`src/rtl/divide.sv`:
```
// divide: sequential 16-bit restoring divider, one quotient bit per clock.
// Handles unsigned and two's-complement signed operands under a
// start/busy/done handshake; divide-by-zero and signed overflow short-cut
// straight to DONE without iterating.
module divide (
    input  logic        clk,
    input  logic        rst,
    input  logic        start,
    input  logic        signed_mode,
    input  logic [15:0] A,
    input  logic [15:0] B,
    output logic [15:0] quotient,
    output logic [15:0] remainder,
    output logic        busy,
    output logic        done,
    output logic        div_by_zero,
    output logic        overflow
);

    localparam int unsigned W  = 16;
    localparam int unsigned CW = 4;

    typedef enum logic [1:0] {
        S_IDLE = 2'd0,
        S_CALC = 2'd1,
        S_DONE = 2'd2
    } state_t;

    state_t r_state;
    state_t w_next;

    // Datapath registers
    logic [W-1:0]  r_dvd;     // dividend magnitude, quotient bits shift in at the LSB
    logic [W-1:0]  r_dvs;     // divisor magnitude
    logic [W:0]    r_rem;     // 17-bit partial remainder
    logic [CW-1:0] r_cnt;     // iteration counter
    logic          r_neg_q;   // quotient needs negation at the end
    logic          r_neg_r;   // remainder needs negation at the end

    // Combinational helpers
    logic          w_accept;
    logic          w_b_zero;
    logic          w_ovf_case;
    logic          w_special;
    logic          w_last;
    logic [W-1:0]  w_a_abs;
    logic [W-1:0]  w_b_abs;
    logic [W+1:0]  w_shift;
    logic [W+1:0]  w_trial;
    logic          w_qbit;
    logic [W:0]    w_rem_nx;
    logic [W-1:0]  w_quo_nx;
    logic [W-1:0]  w_q_fix;
    logic [W-1:0]  w_r_fix;
    logic          w_busy_nx;
    logic          w_done_nx;

    // Request qualification and special-case detection
    always_comb begin
        w_accept   = start && (r_state != S_CALC);
        w_b_zero   = (B == '0);
        w_ovf_case = signed_mode && (A == 16'h8000) && (B == 16'hFFFF);
        w_special  = w_b_zero || w_ovf_case;
        w_last     = (r_state == S_CALC) && (r_cnt == CW'(W - 1));
    end

    // Operand magnitudes; -32768 maps onto 16'h8000 which is correct unsigned
    always_comb begin
        w_a_abs = A;
        w_b_abs = B;
        if (signed_mode && A[W-1]) begin
            w_a_abs = W'(~A + W'(1));
        end
        if (signed_mode && B[W-1]) begin
            w_b_abs = W'(~B + W'(1));
        end
    end

    // One restoring step: shift in the next dividend bit, trial-subtract the
    // divisor, keep the difference when it does not borrow.
    always_comb begin
        w_shift  = {r_rem, r_dvd[W-1]};
        w_trial  = w_shift - (W + 2)'(r_dvs);
        w_qbit   = ~w_trial[W+1];
        w_rem_nx = w_qbit ? w_trial[W:0] : w_shift[W:0];
        w_quo_nx = {r_dvd[W-2:0], w_qbit};
    end

    // Final sign correction: truncation toward zero, remainder follows dividend
    always_comb begin
        w_q_fix = w_quo_nx;
        w_r_fix = w_rem_nx[W-1:0];
        if (r_neg_q) begin
            w_q_fix = W'(~w_quo_nx + W'(1));
        end
        if (r_neg_r) begin
            w_r_fix = W'(~w_rem_nx[W-1:0] + W'(1));
        end
    end

    // State register
    always_ff @(posedge clk or posedge rst) begin
        if (rst) begin
            r_state <= S_IDLE;
        end else begin
            r_state <= w_next;
        end
    end

    // Next-state logic
    always_comb begin
        w_next = r_state;
        case (r_state)
            S_IDLE: begin
                if (w_accept) begin
                    w_next = w_special ? S_DONE : S_CALC;
                end
            end
            S_CALC: begin
                if (w_last) begin
                    w_next = S_DONE;
                end
            end
            S_DONE: begin
                if (w_accept) begin
                    w_next = w_special ? S_DONE : S_CALC;
                end else begin
                    w_next = S_IDLE;
                end
            end
            default: begin
                w_next = S_IDLE;
            end
        endcase
    end

    // Output decode of the upcoming state, registered below
    always_comb begin
        w_busy_nx = 1'b0;
        w_done_nx = 1'b0;
        case (w_next)
            S_CALC:  w_busy_nx = 1'b1;
            S_DONE:  w_done_nx = 1'b1;
            default: begin
                w_busy_nx = 1'b0;
                w_done_nx = 1'b0;
            end
        endcase
    end

    // Datapath, result and status registers
    always_ff @(posedge clk or posedge rst) begin
        if (rst) begin
            r_dvd       <= '0;
            r_dvs       <= '0;
            r_rem       <= '0;
            r_cnt       <= '0;
            r_neg_q     <= 1'b0;
            r_neg_r     <= 1'b0;
            quotient    <= '0;
            remainder   <= '0;
            div_by_zero <= 1'b0;
            overflow    <= 1'b0;
            busy        <= 1'b0;
            done        <= 1'b0;
        end else begin
            busy <= w_busy_nx;
            done <= w_done_nx;
            if (w_accept) begin
                r_dvd       <= w_a_abs;
                r_dvs       <= w_b_abs;
                r_rem       <= '0;
                r_cnt       <= '0;
                r_neg_q     <= signed_mode && (A[W-1] ^ B[W-1]);
                r_neg_r     <= signed_mode && A[W-1];
                div_by_zero <= 1'b0;
                overflow    <= 1'b0;
                if (w_b_zero) begin
                    quotient    <= 16'hFFFF;
                    remainder   <= A;
                    div_by_zero <= 1'b1;
                end else if (w_ovf_case) begin
                    quotient    <= 16'h8000;
                    remainder   <= '0;
                    overflow    <= 1'b1;
                end
            end else if (r_state == S_CALC) begin
                r_rem <= w_rem_nx;
                r_dvd <= w_quo_nx;
                r_cnt <= r_cnt + CW'(1);
                if (w_last) begin
                    quotient  <= w_q_fix;
                    remainder <= w_r_fix;
                end
            end
        end
    end

endmodule

```
`config.mk`:
```
export PLATFORM = sky130hd
export DESIGN_NAME = divide
export DESIGN_NICKNAME = d
export VERILOG_FILES = /design/src/rtl/divide.sv
export SDC_FILE = /design/constraint.sdc
export NUM_CORES = 1
export LEC_CHECK = 0
export ABC_AREA = 1
export BUFFER_PORTS_ARGS = -buffer_cell sky130_fd_sc_hd__clkbuf_2
export CAP_MARGIN = 10
export CORE_ASPECT_RATIO = 1.5
export CORE_MARGIN = 2
export CORE_UTILIZATION = 55
export CTS_CLUSTER_DIAMETER = 30
export CTS_CLUSTER_SIZE = 12
export DETAILED_ROUTE_END_ITERATION = 8
export MAX_ROUTING_LAYER = met4
export PLACE_DENSITY = 0.86
export SLEW_MARGIN = 10
export SYNTH_ARGS = -nofsm -noshare
export SYNTH_HDL_FRONTEND = slang
export SYNTH_SLANG_ARGS = --single-unit
```
`constraint.sdc`:
```
create_clock -name clk -period 3.5 [get_ports clk]
set_input_delay 0.525 -clock clk [delete_from_list [all_inputs] [get_ports clk]]
set_output_delay 0.525 -clock clk [all_outputs]
set_load 0.03 [all_outputs]
```
==> results of run 1 <==
layer usage:
layer	vias to the layer above	wire [microns]	global-route usage
met5	-	0	-
met2	208	10300	0.551
met4	0	1290	0.205
met3	80	742	0.0420
li1	3265	-	-
met1	3187	7460	0.341
cells by family after synthesis:
logic type                 count (synthesis)  synth area share
AOI/OAI and AO/OA                        176             0.148
xor gates and xnor gates                  27            0.0349
adders and majority gates                 23            0.0436
buffers and inverters                    158            0.0955
DFF                                       93             0.344
and+or+nand+nor                          477             0.334
power breakdown:
group / total (uW) / internal, uW / switching, uW
registers: 1950 / 1550 / 395
logic: 5630 / 1800 / 3820
clock network: 1000 / 556 / 448
total: 8580 / 3910 / 4660
worst max-delay path, delay by kind of cell, from the launching register on:
family	cells	cell delay, ns
buffers and inverters	3	0.16
adders and majority gates	2	0.57
and+or+nand+nor	13	1.49
DFF	1	0.35
AOI/OAI and AO/OA	3	0.49
sequential cells by signal (all words and copies together), names as in the netlist:
signal,cells
r_rem,17
quotient,16
r_dvd,16
r_dvs,16
remainder,16
r_cnt,4
r_state,2
busy,1
div_by_zero,1
done,1
overflow,1
r_neg_q,1
r_neg_r,1
cells in the mapped netlist, types with 2 or more instances:
master and count:
nand2_1 201, nand2_2 21, dfrtp_1 93, o221ai_1 7
nor3_1 15, inv_2 6, o21ai_1 2, o311ai_0 2
o211ai_1 6, xor2_1 16, or2_2 9, nor4_1 3
a31oi_1 6, nand2_4 9, nand3_1 71, o22ai_1 15
o21ai_0 65, xnor2_1 11, a21oi_1 58, clkbuf_1 15
inv_1 119, ha_1 22, buf_1 6, a21oi_2 7
o21bai_1 2, nor2_2 7, nor2_1 100, nand3_4 2
nand3_2 11, nor2_4 2, nand3b_1 4, buf_2 5
a22oi_1 3, nand4_1 18, buf_6 2
what timing repair did:
| action | CTS | global route |
|---|---|---|
| endpoints found under the setup margin | 0 | 2 |
| gates resized for setup | 0 | 1 |
| hold buffers | 0 | 0 |
path summary, 6_finish.rpt:
check / from / end / slack (ns) / cells after the start
worst max-delay path: r_dvs[8] / quotient[14] / 0.35 / 21
worst min register to register: r_dvs[3] / r_dvs[3] / 0.49 / 2
min in group clk: r_dvs[3] / r_dvs[3] / 0.49 / 2
worst max register to register: r_dvs[8] / quotient[14] / 0.35 / 21
max in group asynchronous: rst / remainder[3] / 2.49 / 3
worst min-delay path: rst / r_cnt[1] / 0.21 / 2
area by class of cell:
cell class                      count  area share
Inverter                          126      0.0630
Clock buffer                        9      0.0298
Sequential cell                    93       0.308
Clock inverter                      6     0.00945
Timing Repair Buffer               82      0.0597
Multi-Input combinational cell    703       0.504
Tap cell                          153      0.0254
stage by stage:
stage | utilization | TNS (ns) | total power (uW) | hold WS, ns | worst slack, ns
2_1_floorplan | - | 0 | 6150 | 0.453 | 0.555
3_3_place_gp | 0.603 | 0 | 7400 | 0.468 | 0.346
3_5_place_dp | 0.603 | 0 | 7490 | 0.475 | 0.291
6_report | 0.628 | 0 | 8580 | 0.209 | 0.352
4_1_cts | 0.628 | 0 | 8520 | 0.242 | 0.255
5_1_grt | 0.628 | -0.00167 | 9260 | 0.273 | -0.00167
==> metrics.md, run 1 <==
| Metric | Value |
|---|---|
| Share of the synthesized area in the top cell type | 0.344 |
| Ys flop type | dfrtp_1 |
| Element type at the critical path end | flop |
| Routed WL per cell | 16.9 microns |
| Global-route wire length before repair | 32300 microns |
| Maximum clock rate | 318 MHz |
| Setup-failing EPs final | 0 |
| Synth cell types | 48 |
| Final Max Tran Viols | 0 |
| Post-synth EDFFs | 0 |
| Cell Pwr Density | 1140 mW/mm^2 |
| Slew HR | 0.380 |
| Register area | 0.00233 sq mm |
| Synth area leaders | dfrtp_1 34%, nand2_1 11%, inv_1 6.6%, nor2_1 5.5%, nand3_1 5.2% |
| Vias per cell | 5.75 |
| # fillers | 1142 |
| Crit path DAT | 3.43 ns |
| Clock Root Buffer | clkbuf_16 |
| Number of port buffers | 71 |
| CP Max Fanout | 11 |
| GRT overflow | 0 |
| P_leak | 0.00380 uW |
| Area Growth Syn to Fin | 11.4% |
| Worst Tran Pin Value | 0.927 ns |
| RePlAce Congestion | 0.986 |
| Router iterations before antenna repair | 7 |
| Final routed DRC violation total | 0 |
| Synthesized flop and latch total | 93 |
| Async set-reset flop share out of synthesis | 1.00 |
| Initial antenna violation count | 0 |
| Most used cell, CP | nand2_1 |
| ANT cells | 0 |
| Post-CTS Repair Setup Buffers | 0 |
| Final hold vios | 0 |
| Design Area, Final | 0.00755 sq mm |
| CP Launch Type | flop |
| Post-Syn Area per Cell | 7.10 sq um |
| Detailed router's first-iteration violation count | 414 |
| Die ar. | 0.0132 sq mm |
| Clock-pin slew on the worst setup and hold paths | 0.07 ns |
| Clock latency on the worst-skew pair | 0.36 ns |
| Multi-input gate area | 0.00381 sq mm |
| Clock buffer depth | 2 |
| Core Region | 0.0120 sq mm |
| # rows | 49 |
| Mapped cell area | 0.00677 sq mm |
| I/O pin cnt | 72 |
| Critical Path RT | 3.78 ns |
| Max Cap Violations | 0 |
| Mapped Nets | 1013 |
| Die extent in x | 94.6 microns |
| Gate Count Post-Synth | 954 |
| Final wirelength | 19800 microns |
| All-Layer GR Usage | 0.321 |
| Worst Clk Skew | 0.0102 ns |
| # H-tree levels | 3 |
| Area after DPL | 0.00725 sq mm |
| Final cell count without fillers | 1172 |
| Crit path time final | 3.15 ns |
| CP cell instances | inv_1 -> ha_1 -> nand2_1 -> nand2_1 -> inv_1 -> nand2_1 -> inv_2 -> nand3_2 -> nand2_4 -> nand3_4 -> nand2_4 -> ha_1 -> nand3_1 -> nor3_2 -> nand3_1 -> nand2_1 -> o21ai_0 -> a21oi_1 -> or2_2 -> nand3_1 -> a21oi_1 |
| Antenna-violating nets left | 0 |
| Share of layout cells above drive strength 1 | 0.175 |
| Initial Utilization | 0.564 |
| Die height | 140 microns |
| Period utilisation layout | 0.899 |
| Largest net degree at the start of global routing | 69 |
| Vias in the first global route | 6730 |
| Yosys warns | 0 |
| Commonest non-fill, non-tap cells in the layout | 201 x nand2_1, 117 x inv_1, 99 x nor2_1 |
| Dpl hpwl | 15500 microns |
| Via Count | 6740 |
| Kind of critical path | reg -> reg |
| Sequential share of the synthesized area | 0.344 |
| Inst Count DP | 1157 |
| Number of buffers created by CTS | 9 |
| CTS tree | done |
| Min-Delay Path Class | in -> async |
| Largest area contributor in the netlist | dfrtp_1 |
| Final #Nets | 1074 |
| Most common cell after layout, fill and taps aside | nand2_1 |
| Crit path max-delay cell type | ha_1 |
| Max VDD drop | 526 uV |
| Crit path largest cell delay | 0.37 ns |
| CTS Sinks | 93 |
| Status | completed |
No activity file was read; power rests on OpenSTA's default activity.
==> run 2, diff against run 1 <==
Settings changed: CAP_MARGIN 10 to unset, CORE_UTILIZATION 55 to 60, PLACE_DENSITY 0.86 to 0.92.
==> run 2 against run 1 <==
Combinational power is essentially flat; highest routed layer unchanged; setup slack gained 0.016 ns; critical path type unchanged; sequential power is essentially flat.
==> metrics.md, run 2 (synthesis gave the netlist of run 1 again) <==
| Metric | Value |
|---|---|
| CP Launch Type | flop |
| R2R Setup Slk | 0.37 ns |
| Number of buffers created by CTS | 9 |
| Post-CTS Repair Setup Buffers | 0 |
| Max Cap Violations | 0 |
| Crit path time final | 3.13 ns |
| Dpl hpwl | 15000 microns |
| Final hold vios | 0 |
| Period utilisation layout | 0.895 |
| Clock Root Buffer | clkbuf_16 |
| Setup-failing EPs final | 0 |
| All-Layer GR Usage | 0.345 |
| Largest reg by FF count | r_rem |
| Final Max Tran Viols | 0 |
| CTS tree | done |
| P_leak | 0.00380 uW |
| I/O pin cnt | 72 |
| Maximum clock rate | 319 MHz |
| Most common cell after layout, fill and taps aside | nand2_1 |
| # H-tree levels | 3 |
| Post-CTS Hold Buffers | 0 |
| Initial antenna violation count | 0 |
| Global-route wire length before repair | 32200 microns |
| Vias in the first global route | 6577 |
| Worst Tran Pin Value | 0.910 ns |
| Crit path DAT | 3.42 ns |
| # fillers | 942 |
| Hold Slack | 0.226 ns |
| Share of layout cells above drive strength 1 | 0.174 |
| Die extent in x | 90.8 microns |
| Largest net degree at the start of global routing | 94 |
| Critical Path RT | 3.79 ns |
| Final wirelength | 19800 microns |
| Worst r2r src | r_dvs[2] |
| Detailed router's first-iteration violation count | 559 |
| RePlAce Congestion | 0.988 |
| Number of port buffers | 71 |
| Status | completed |
| ANT cells | 0 |
| Fin Setup TNS | 0 ns |
| Die height | 134 microns |
| Initial Utilization | 0.616 |
| CP Max Fanout | 11 |
| Clock buffer depth | 2 |
| Element type at the critical path end | flop |
| Antenna-violating nets left | 0 |
| Min-Delay Path Class | in -> async |
| Kind of critical path | reg -> reg |
| GRT overflow | 0 |
| Area Growth Syn to Fin | 11.1% |
| CTS Sinks | 93 |
| Slew HR | 0.391 |
| Core Region | 0.0110 sq mm |
| Die ar. | 0.0122 sq mm |
| R2R cell count | 21 |
| # rows | 47 |
| Cell Pwr Density | 1140 mW/mm^2 |
| Vias per cell | 5.84 |
| Largest register FFs | 17 |
| Worst Clk Skew | 0.00691 ns |
| Endpoint of the worst-slack reg-to-reg timing path | quotient[14] |
| Router iterations before antenna repair | 5 |
| Final Util | 0.684 |
| Final cell count without fillers | 1165 |
| Routed WL per cell | 17.0 microns |
| Via Count | 6798 |
| Commonest non-fill, non-tap cells in the layout | 201 x nand2_1, 117 x inv_1, 99 x nor2_1 |
| Final routed DRC violation total | 0 |
| Final #Nets | 1072 |
| Clock latency on the worst-skew pair | 0.36 ns |
| Max VDD drop | 571 uV |
| Clock-pin slew on the worst setup and hold paths | 0.07 ns |
| RSZ-0062 raised after global routing | no |
| Inst Count DP | 1149 |
## run 2: changes by cell type in the layout (fill, tap and decap cells not counted)
cell,change
inv_8,+3
buf_4,-2
clkinv_2,+2
clkinvlp_4,-2
bufinv_16,-1
inv_4,-1
nor3_2,-1
nor3_4,+1
## run 2: worst max-delay path by stage
stage / startpoint / end / slack [ns] / depth (start not counted)
after CTS: r_dvs[2] / quotient[14] / 0.28 / 21
after floorplan: rst / busy / 0.55 / 1
after global placement: r_dvs[5] / quotient[14] / 0.41 / 20
after detailed placement: r_dvs[2] / quotient[14] / 0.31 / 21
after global routing: r_dvs[8] / quotient[14] / 0.008 / 21
final: r_dvs[2] / quotient[14] / 0.37 / 21
## run 2: layout make-up
class | instances | area [sq um] | share of cell area
multi-input cells | 703 | 3810 | 0.507
flip-flops and latches | 93 | 2330 | 0.309
inverters | 126 | 474 | 0.0630
repair buffers | 80 | 435 | 0.0579
clock buffers | 9 | 225 | 0.0299
well taps | 147 | 184 | 0.0244
clock inverters | 7 | 65.1 | 0.00865
## run 2: through the flow
step                setup slack [ns]  area (sq um)  total power (uW)
finish                         0.368          7520              8560
global route                 0.00831          7520              9210
CTS                            0.284          7510              8440
detailed placement             0.309          7220              7410
global placement               0.411          7220              7300
floorplan                      0.555          6770              6150
## run 2: report_power, final
part | internal (uW) | leakage [uW] | switching [uW]
clock network | 502 | 0.000146 | 474
registers | 1550 | 0.00114 | 394
logic | 1790 | 0.00252 | 3850
total | 3840 | 0.00380 | 4720
## run 2: repair_timing
item / 4_1_cts / 5_1_grt
endpoints found under the hold margin: 0 / 0
resized for setup: 0 / 2
setup endpoints to repair: 0 / 2
## run 2: routing by layer
layer	vias to the layer above	wire length, microns	GRT usage
li1	3267	-	-
met1	3166	7340	0.365
met2	285	10200	0.599
met3	80	1030	0.0472
met4	0	1320	0.226
met5	-	0	-
## run 2: worst max-delay path, stage by stage, from the launching register on
cell	delay, ns
dfrtp_1	0.35
inv_1	0.05
ha_1	0.35
nand2_1	0.09
nand2_1	0.08
nand2_2	0.07
nand2_1	0.06
nand2_1	0.08
nand3_2	0.11
nand2_4	0.13
nand3_4	0.17
nand2_4	0.17
ha_1	0.20
nand3_1	0.15
nor3_4	0.18
nand3_1	0.09
nand2_1	0.10
o21ai_0	0.15
a21oi_1	0.17
or2_2	0.13
nand3_1	0.05
a21oi_1	0.16
==> run 3, diff against run 2 <==
Settings changed: ABC_AREA 1 to unset, CELL_PAD_IN_SITES_DETAIL_PLACEMENT set to 0, CELL_PAD_IN_SITES_GLOBAL_PLACEMENT set to 1, CORE_UTILIZATION 60 to 45.
==> run 3 against run 2 <==
The flow now finishes with violations (negative setup slack); clock-buffer cell count up 1; core utilization is 12 points lower; fmax shrank 11%; sequential share of layout area decreased by 1.3 points; wire length shrank 2.2%; die area increased by 24%; synthesized cell count decreased by 20%; flip-flop and latch count stayed put.
==> metrics.md, run 3 <==
| Metric | Value |
|---|---|
| Met2 Use GR | 0.478 |
| Worst r2r src | r_dvs[1] |
| Period utilisation layout | 1.00 |
| Critical Path RT | 3.73 ns |
| Final #Nets | 935 |
| Post-synth top cells | 115 x o21ai_0, 101 x nand2_1, 93 x dfrtp_1, 44 x a21oi_1, 38 x nor2_1 |
| All-Layer GR Usage | 0.268 |
| GRT overflow | 0 |
| GR Util met1 | 0.287 |
| Final Max Tran Viols | 0 |
| Largest reg by FF count | r_rem |
| Vias per cell | 5.83 |
| Yosys warns | 0 |
| Initial antenna violation count | 0 |
| CP cell instances | inv_2 -> ha_4 -> nor2b_4 -> o31a_1 -> o211a_4 -> a211oi_4 -> xnor2_2 -> inv_4 -> buf_12 -> ha_4 -> nand2b_4 -> or2_4 -> or4_4 -> o21ai_2 -> nand2_1 -> xor2_1 -> a21oi_2 -> a21oi_1 |
| Synthesized flop and latch total | 93 |
| Crit path largest cell delay | 0.42 ns |
| Post-CTS Hold Buffers | 0 |
| Min-Delay Path Class | in -> async |
| Area Growth Syn to Fin | 24.0% |
| Mapped Nets | 821 |
| Clock buffer depth | 2 |
| Ys flop type | dfrtp_1 |
| Element type at the critical path end | flop |
| Setup-failing EPs final | 1 |
| Global-route wire length before repair | 30400 microns |
| CP Max Fanout | 4 |
| Vias in the first global route | 5909 |
| Final routed DRC violation total | 0 |
| Die height | 149 microns |
| Antenna-violating nets left | 0 |
| Sequential share of the synthesized area | 0.367 |
| Post-Syn Area per Cell | 8.32 sq um |
| Bufs and invs on worst path | 3 |
| CTS tree | done |
| Share of the synthesized area in the top cell type | 0.367 |
| Via Count | 6102 |
| Final Util | 0.567 |
| Post-synth EDFFs | 0 |
| Count leader, synth | o21ai_0 |
| Worst Tran Pin Value | 0.951 ns |
| RSZ-0062 raised after global routing | yes |
| Initial Utilization | 0.457 |
| CTS Sinks | 93 |
| Kind of critical path | reg -> reg |
| Maximum clock rate | 285 MHz |
| R2R cell count | 18 |
| Largest area contributor in the netlist | dfrtp_1 |
| Crit path max-delay cell type | or4_4 |
| Clock-pin slew on the worst setup and hold paths | 0.07 ns |
| Core Region | 0.0139 sq mm |
| Grt peak-use layer | met2 |
| Share of layout cells above drive strength 1 | 0.233 |
| Clock Root Buffer | clkbuf_16 |
| Routed WL per cell | 18.6 microns |
| CP Launch Type | flop |
| Detailed router's first-iteration violation count | 351 |
| R2R Setup Slk | -0.007 ns |
| Number of port buffers | 71 |
| Worst setup margin | -0.00712 ns |
| Worst Clk Skew | 0.00544 ns |
| Dpl hpwl | 14700 microns |
| Router iterations before antenna repair | 5 |
| I/O pin cnt | 72 |
| Status | finished, violations left |
| Slew HR | 0.363 |
| Most common cell after layout, fill and taps aside | o21ai_0 |
| Gate Count Post-Synth | 762 |
| # rows | 53 |
| Final cell count without fillers | 1046 |
| Endpoint of the worst-slack reg-to-reg timing path | quotient[14] |
| Crit path time final | 3.51 ns |
| Die ar. | 0.0151 sq mm |
| Final hold vios | 0 |
| Final wirelength | 19400 microns |
| GR Layer Usage met3 | 0.0309 |
| Max Cap Violations | 0 |
| Die extent in x | 101 microns |
| Synth area leaders | dfrtp_1 37%, o21ai_0 9.1%, nand2_1 6.0%, xnor2_1 5.0%, ha_1 4.3% |
| Inst Count DP | 1026 |
| Clock latency on the worst-skew pair | 0.35 ns |
| Largest net degree at the start of global routing | 53 |
| Crit path DAT | 3.74 ns |
| Hold Slack | 0.253 ns |
| Async set-reset flop share out of synthesis | 1.00 |
| Most used cell, CP | ha_4 |
| Number of buffers created by CTS | 9 |
| Commonest non-fill, non-tap cells in the layout | 111 x o21ai_0, 100 x nand2_1, 93 x dfrtp_1 |
| # H-tree levels | 3 |
| Largest register FFs | 17 |
| Failing checks | negative setup slack |
| Crit-path leading delay family | compound AO/OA/AOI/OAI gates |
| RePlAce Congestion | 0.961 |
| Synth cell types | 65 |
| Mapped cell area | 0.00634 sq mm |
| ANT cells | 0 |
run 3: kinds of logic (layout without fill, tap and decap cells):
group / after synthesis / after routing / synth area share
xor gates and xnor gates: 65 / 65 / 0.0898
buffers and inverters: 70 / 189 / 0.0426
adders and majority gates: 23 / 23 / 0.0466
DFF: 93 / 93 / 0.367
AOI/OAI and AO/OA: 240 / 240 / 0.226
muxes: 16 / 16 / 0.0255
and+or+nand+nor: 255 / 255 / 0.202
run 3: worst max path at each step:
stage                               end  slack (ns)  cells past startpoint  startpoint
after detailed placement   quotient[14]       -0.08                     18    r_dvs[1]
after global placement     quotient[14]       -0.06                     18    r_dvs[1]
after global routing       remainder[6]       -0.14                     20    r_dvs[1]
final                      quotient[14]      -0.007                     18    r_dvs[1]
after CTS                  quotient[14]        0.01                     18   r_dvs[14]
after floorplan           remainder[12]       -0.16                     19    r_rem[0]
run 3: area by class of cell:
class	instances	area (sq um)
fillers	1287	6000
multi-input cells	599	3990
flip-flops and latches	93	2330
repair buffers	143	908
clock buffers	10	239
well taps	165	206
inverters	30	118
clock inverters	6	68.8
run 3: metrics by stage:
step	setup TNS, ns	worst slack [ns]	instance area (sq um)
2_1_floorplan	-0.433	-0.161	6420
3_3_place_gp	-0.0646	-0.0637	7350
3_5_place_dp	-0.140	-0.0765	7350
4_1_cts	0	0.0118	7710
5_1_grt	-0.670	-0.135	7860
6_report	-0.00712	-0.00712	7860
run 3: repair_timing:
action,in CTS,in global routing
pin swaps,3,12
setup buffers,1,3
resized for setup,8,23
setup endpoints to repair,3,11
run 3: metal layers:
metal	vias to the layer above	wire [microns]
met3	69	661
met4	0	1110
met2	184	10200
met1	2910	7400
li1	2939	-
met5	-	0
Power of run 3 is left out: the tool's default activity adds up to more than one toggle a clock period on the data nets, which glitch-free logic cannot reach.
